<file path="src/rtl/ifetch_unit.sv">
// Instruction-fetch stage for the single-cycle MIPS core.
// Holds the PC, fetches one word per instruction over a req/ack handshake,
// presents it to the decoder for one EXEC window and then picks the next PC
// from the decoder's branch/jump controls and the ALU compare result.
module ifetch_unit #(
    parameter logic [31:0] RESET_PC = 32'h0000_0000,
    parameter int          TIMEOUT  = 16
) (
    input  logic        clk,
    input  logic        rst_n,
    output logic        imem_req,
    output logic [31:0] imem_addr,
    input  logic        imem_ack,
    input  logic [31:0] imem_rdata,
    input  logic        branch,
    input  logic        jump,
    input  logic        branch_taken,
    input  logic        stall,
    output logic [31:0] inst,
    output logic        inst_valid,
    output logic [31:0] pc,
    output logic [31:0] pc_plus4,
    output logic        fetch_err
);

    typedef enum logic [1:0] {
        BOOT  = 2'd0,
        FETCH = 2'd1,
        EXEC  = 2'd2,
        ERR   = 2'd3
    } state_t;

    // The low two address bits are never meaningful for word fetches.
    localparam logic [31:0] BOOT_PC  = {RESET_PC[31:2], 2'b00};
    // Value the wait counter holds at the start of the last permitted req cycle.
    localparam logic [7:0]  CNT_LAST = 8'(TIMEOUT - 1);

    state_t      state_reg, state_next;
    logic [31:0] pc_reg, pc_next;
    logic [31:0] ir_reg, ir_next;
    logic [7:0]  cnt_reg, cnt_next;

    logic [31:0] seq_pc;
    logic [31:0] jump_target;
    logic [31:0] branch_target;
    logic [31:0] branch_offset;
    logic [31:0] next_pc;

    // Branch offset: sign-extended 16-bit immediate scaled to bytes.
    assign branch_offset[17:0] = {ir_reg[15:0], 2'b00};
    generate
        for (genvar gi = 18; gi < 32; gi++) begin : g_sext
            assign branch_offset[gi] = ir_reg[15];
        end
    endgenerate

    assign seq_pc        = pc_reg + 32'd4;
    assign jump_target   = {seq_pc[31:28], ir_reg[25:0], 2'b00};
    assign branch_target = seq_pc + branch_offset;

    // Jump outranks branch; a branch only redirects when the ALU says taken.
    always_comb begin
        next_pc = seq_pc;
        if (jump) begin
            next_pc = jump_target;
        end else if (branch && branch_taken) begin
            next_pc = branch_target;
        end
    end

    // State, PC, instruction register and wait counter; reset is asynchronous.
    always_ff @(posedge clk or negedge rst_n) begin
        if (!rst_n) begin
            state_reg <= BOOT;
            pc_reg    <= BOOT_PC;
            ir_reg    <= 32'h0;
            cnt_reg   <= 8'h0;
        end else begin
            state_reg <= state_next;
            pc_reg    <= pc_next;
            ir_reg    <= ir_next;
            cnt_reg   <= cnt_next;
        end
    end

    // Sequencing: boot, fetch with timeout, execute (stallable), sticky error.
    always_comb begin
        state_next = state_reg;
        pc_next    = pc_reg;
        ir_next    = ir_reg;
        cnt_next   = cnt_reg;
        case (state_reg)
            BOOT: begin
                cnt_next   = 8'h0;
                state_next = FETCH;
            end
            FETCH: begin
                // An ack in the final permitted cycle still wins over the timeout.
                if (imem_ack) begin
                    ir_next    = imem_rdata;
                    cnt_next   = 8'h0;
                    state_next = EXEC;
                end else if (cnt_reg == CNT_LAST) begin
                    state_next = ERR;
                end else begin
                    cnt_next = cnt_reg + 8'd1;
                end
            end
            EXEC: begin
                if (!stall) begin
                    pc_next    = next_pc;
                    state_next = FETCH;
                end
            end
            ERR: begin
                state_next = ERR;
            end
            default: begin
                state_next = BOOT;
            end
        endcase
    end

    // Outputs decode straight from the state register, so an asynchronous
    // reset drops imem_req in the same instant.
    assign imem_req   = (state_reg == FETCH);
    assign imem_addr  = pc_reg;
    assign inst_valid = (state_reg == EXEC);
    assign inst       = (state_reg == EXEC) ? ir_reg : 32'h0;
    assign pc         = pc_reg;
    assign pc_plus4   = seq_pc;
    assign fetch_err  = (state_reg == ERR);

endmodule

</file>
<file path="config.mk">
export PLATFORM = sky130hd
export DESIGN_NAME = ifetch_unit
export DESIGN_NICKNAME = d
export VERILOG_FILES = /design/src/rtl/ifetch_unit.sv
export SDC_FILE = /design/constraint.sdc
export NUM_CORES = 1
export LEC_CHECK = 0
export CORE_ASPECT_RATIO = 0.75
export CORE_MARGIN = 2
export CORE_UTILIZATION = 44
export DETAILED_ROUTE_END_ITERATION = 10
export GPL_ROUTABILITY_DRIVEN = 0
export GPL_TIMING_DRIVEN = 0
export PLACE_DENSITY = 0.78
export SYNTH_ARGS = -nofsm -noshare
export SYNTH_HDL_FRONTEND = slang
export SYNTH_SLANG_ARGS = --single-unit
export TNS_END_PERCENT = 5
</file>
<file path="constraint.sdc">
create_clock -name clk -period 3.2 [get_ports clk]
set_input_delay 0.64 -clock clk [delete_from_list [all_inputs] [get_ports clk]]
set_output_delay 0.64 -clock clk [all_outputs]
set_load 0.1 [all_outputs]
</file>
==> impl_metrics.json <==
{
  "outcome": "complete, but fails checks",
  "violations": "negative setup slack",
  "synth_cells": 682,
  "drt-met1-wl_um": 8830,
  "synth_top_area_share_pct": 30.8,
  "drive_gt1_share_pct": 31.6,
  "cts.clk_slew.worst_paths_ns": 0.06,
  "tritoncts": "yes",
  "ioPinCount": 170,
  "final_common_cell": "clkdlybuf4s50_1",
  "dr.first_iter.drc_count": 776,
  "async_reset_ff_share_pct": 100,
  "crit_fanout": 7,
  "nets": 970,
  "ys_seq_area_share_pct": 30.8,
  "grt_max_degree": 72,
  "critPathMaxStageDelay_ns": 0.47,
  "r2r_start": "imem_addr[2]",
  "overflow": 0,
  "synth_top_cell_by_area": "dfrtp_1",
  "top_layer_used": "met5",
  "dieArea_mm2": 0.0142,
  "ys.flop_type": "dfrtp_1",
  "yosysUniqueCellTypes": 69,
  "drc": 0,
  "track_usage_pct": 29.5,
  "num_rows": 36,
  "die_h_um": 104,
  "cp-startpoint": "imem_addr[2]",
  "vias_per_cell": 6.01,
  "whs_ns": 0.0844,
  "synth-seq-cells": 72,
  "antenna_found_initial": 1,
  "clk_path_buf_depth": 2,
  "route.met3.wl_um": 2100,
  "dr.pass1.iters": 8,
  "final-setup-viol-count": 15,
  "tightest_slew_ns": 1.29,
  "cp.arrival_ns": 3.72,
  "slew_headroom_pct": 13.9,
  "port-buffer-count": 163,
  "cts_sinks": 72,
  "clk_latency_ns": 0.34,
  "clock-root-buffer": "clkbuf_16",
  "netlist_top_cells_area": "dfrtp_1 31%, ha_1 7.9%, mux2_2 6.2%, xnor2_1 4.6%, buf_4 4.6%",
  "timing.final.ws_setup_ns": -0.314,
  "dieWidth_um": 137,
  "crit_end": "imem_addr[23]",
  "cp-end-kind": "flop",
  "yosysWarnings": 0,
  "finalWirelength_um": 21600,
  "cp_cell_sequence": "ha_4 -> nand3_4 -> nor2_4 -> buf_6 -> nand2_4 -> xnor2_4 -> ha_4 -> buf_6 -> a21o_2 -> a21o_1 -> a21oi_2 -> nand3_2 -> buf_6 -> o21a_4 -> a211o_1 -> a21o_1 -> nand3_1 -> a31oi_1",
  "grt_setup_unrepaired": "true",
  "area_delta_synth_final_pct": 58.3,
  "hp-class": "in -> async",
  "cpMaxStageDelayCell": "dfrtp_4",
  "fin_crit_ns": 3.51,
  "cap_violations": 0,
  "crit_required_ns": 3.40,
  "final_cell_mix": "102 x clkdlybuf4s50_1, 69 x buf_4, 63 x nand2_1, 50 x dfrtp_1, 48 x nor2_1",
  "wl_met2_um": 9960,
  "max_freq_mhz": 285,
  "path_class": "reg -> reg",
  "htree_levels": 3,
  "numCtsBuffers": 9,
  "wire_per_inst_um": 20.2,
  "finClkSkew_ns": 0.00708,
  "grt_pass1_wl_um": 33400,
  "path_buf_inv": 3,
  "critical-path-top-delay-family": "compound AO/OA/AOI/OAI gates",
  "crit_top_cell": "buf_6",
  "initial_utilization_pct": 45.1,
  "first_global_vias": 6340,
  "synth_area_mm2": 0.00585,
  "finalHoldViolCount": 0,
  "r2r_end": "imem_addr[23]",
  "cp-start-kind": "flop",
  "syn_avg_cell_area_um2": 8.58,
  "maxSlewViolCount": 0,
  "critical_path_depth": 18,
  "coreArea_mm2": 0.0130,
  "diodes": 0,
  "dp_hpwl_um": 15100,
  "ant_nets": 0,
  "post-route-period-util_pct": 110,
  "regToRegSetupSlack_ns": -0.31,
  "rr_worst_depth": 18,
  "vias": 6427,
  "largest_register_ffs": 32,
  "synth_edf_count": 0
}
[cell usage after synthesis (5+ instances only)]
| library cell | n |
|---|---|
| dfrtp_1 | 72 |
| nand2_1 | 67 |
| nor2_1 | 50 |
| o21ai_0 | 44 |
| a21oi_1 | 41 |
| and3_1 | 40 |
| ha_1 | 37 |
| buf_4 | 36 |
| mux2_2 | 32 |
| xnor2_1 | 31 |
| nand3_1 | 25 |
| clkbuf_1 | 23 |
| xor2_1 | 18 |
| a21o_1 | 13 |
| nor3_1 | 12 |
| a211oi_1 | 11 |
| inv_1 | 10 |
| a31oi_1 | 9 |
| o211ai_1 | 8 |
| nand4_1 | 6 |
| or3_1 | 6 |
| nor4_1 | 5 |
| o21a_1 | 5 |
| o21bai_1 | 5 |
| o22ai_1 | 5 |
| o31ai_1 | 5 |
[cell families (layout without fill, tap and decap cells)]
| group | after synthesis | after routing | synth area share, % |
|---|---|---|---|
| and+or+nand+nor | 235 | 235 | 20.1 |
| AOI/OAI and AO/OA | 174 | 174 | 19.1 |
| buffers and inverters | 76 | 287 | 7.31 |
| DFF | 72 | 72 | 30.8 |
| xor gates and xnor gates | 50 | 50 | 7.61 |
| adders and majority gates | 38 | 38 | 8.25 |
| muxes | 36 | 36 | 6.84 |
| other | 1 | 6 | 0.0641 |
[per-layer routing]
layer | global-route usage (%) | up-vias
li1 | - | 2860
met2 | 46.2 | 402
met5 | 0 | -
met4 | 10.4 | 2
met1 | 39.8 | 3083
met3 | 7.21 | 80
[stage by stage]
step	setup slack [ns]	utilization, %	area (um^2)	TNS, ns	instances
6_report	-0.314	71.4	9260	-2.57	1069
3_3_place_gp	-1.54	63.8	8270	-95.62	1021
5_1_grt	-0.445	71.4	9260	-5.81	1069
4_1_cts	-0.280	69.9	9070	-2.31	1066
2_1_floorplan	-0.901	-	6420	-15.12	687
3_5_place_dp	-0.828	63.9	8300	-14.37	1022
[area by class of cell]
type / count / area (um^2)
multi-input cells: 539 / 4550
well taps: 171 / 214
fillers: 945 / 3710
inverters: 12 / 45.0
clock inverters: 4 / 53.8
plain buffers: 62 / 375
repair buffers: 197 / 1920
clock buffers: 12 / 246
flip-flops and latches: 72 / 1860
[how the worst min path moves through the flow]
stage	from	end	slack (ns)	cells past startpoint
after floorplan	rst_n	cnt_reg[0]	0.34	0
after global placement	ir_reg[31]	ir_reg[31]	0.48	1
after detailed placement	rst_n	ir_reg[6]	0.44	1
after CTS	rst_n	ir_reg[6]	0.08	1
after global routing	rst_n	ir_reg[6]	0.08	1
final	rst_n	ir_reg[6]	0.08	1
[what timing repair did]
| item | 4_1_cts | 5_1_grt |
|---|---|---|
| resized for setup | 203 | 69 |
| buffers inserted | 29 | 4 |
| setup endpoints to repair | 71 | 59 |
| pin swaps | 36 | 26 |
| hold buffers | 0 | 0 |
Power is not shown: default switching activity piles up to over one toggle a cycle in this logic, so the estimate is an artifact.
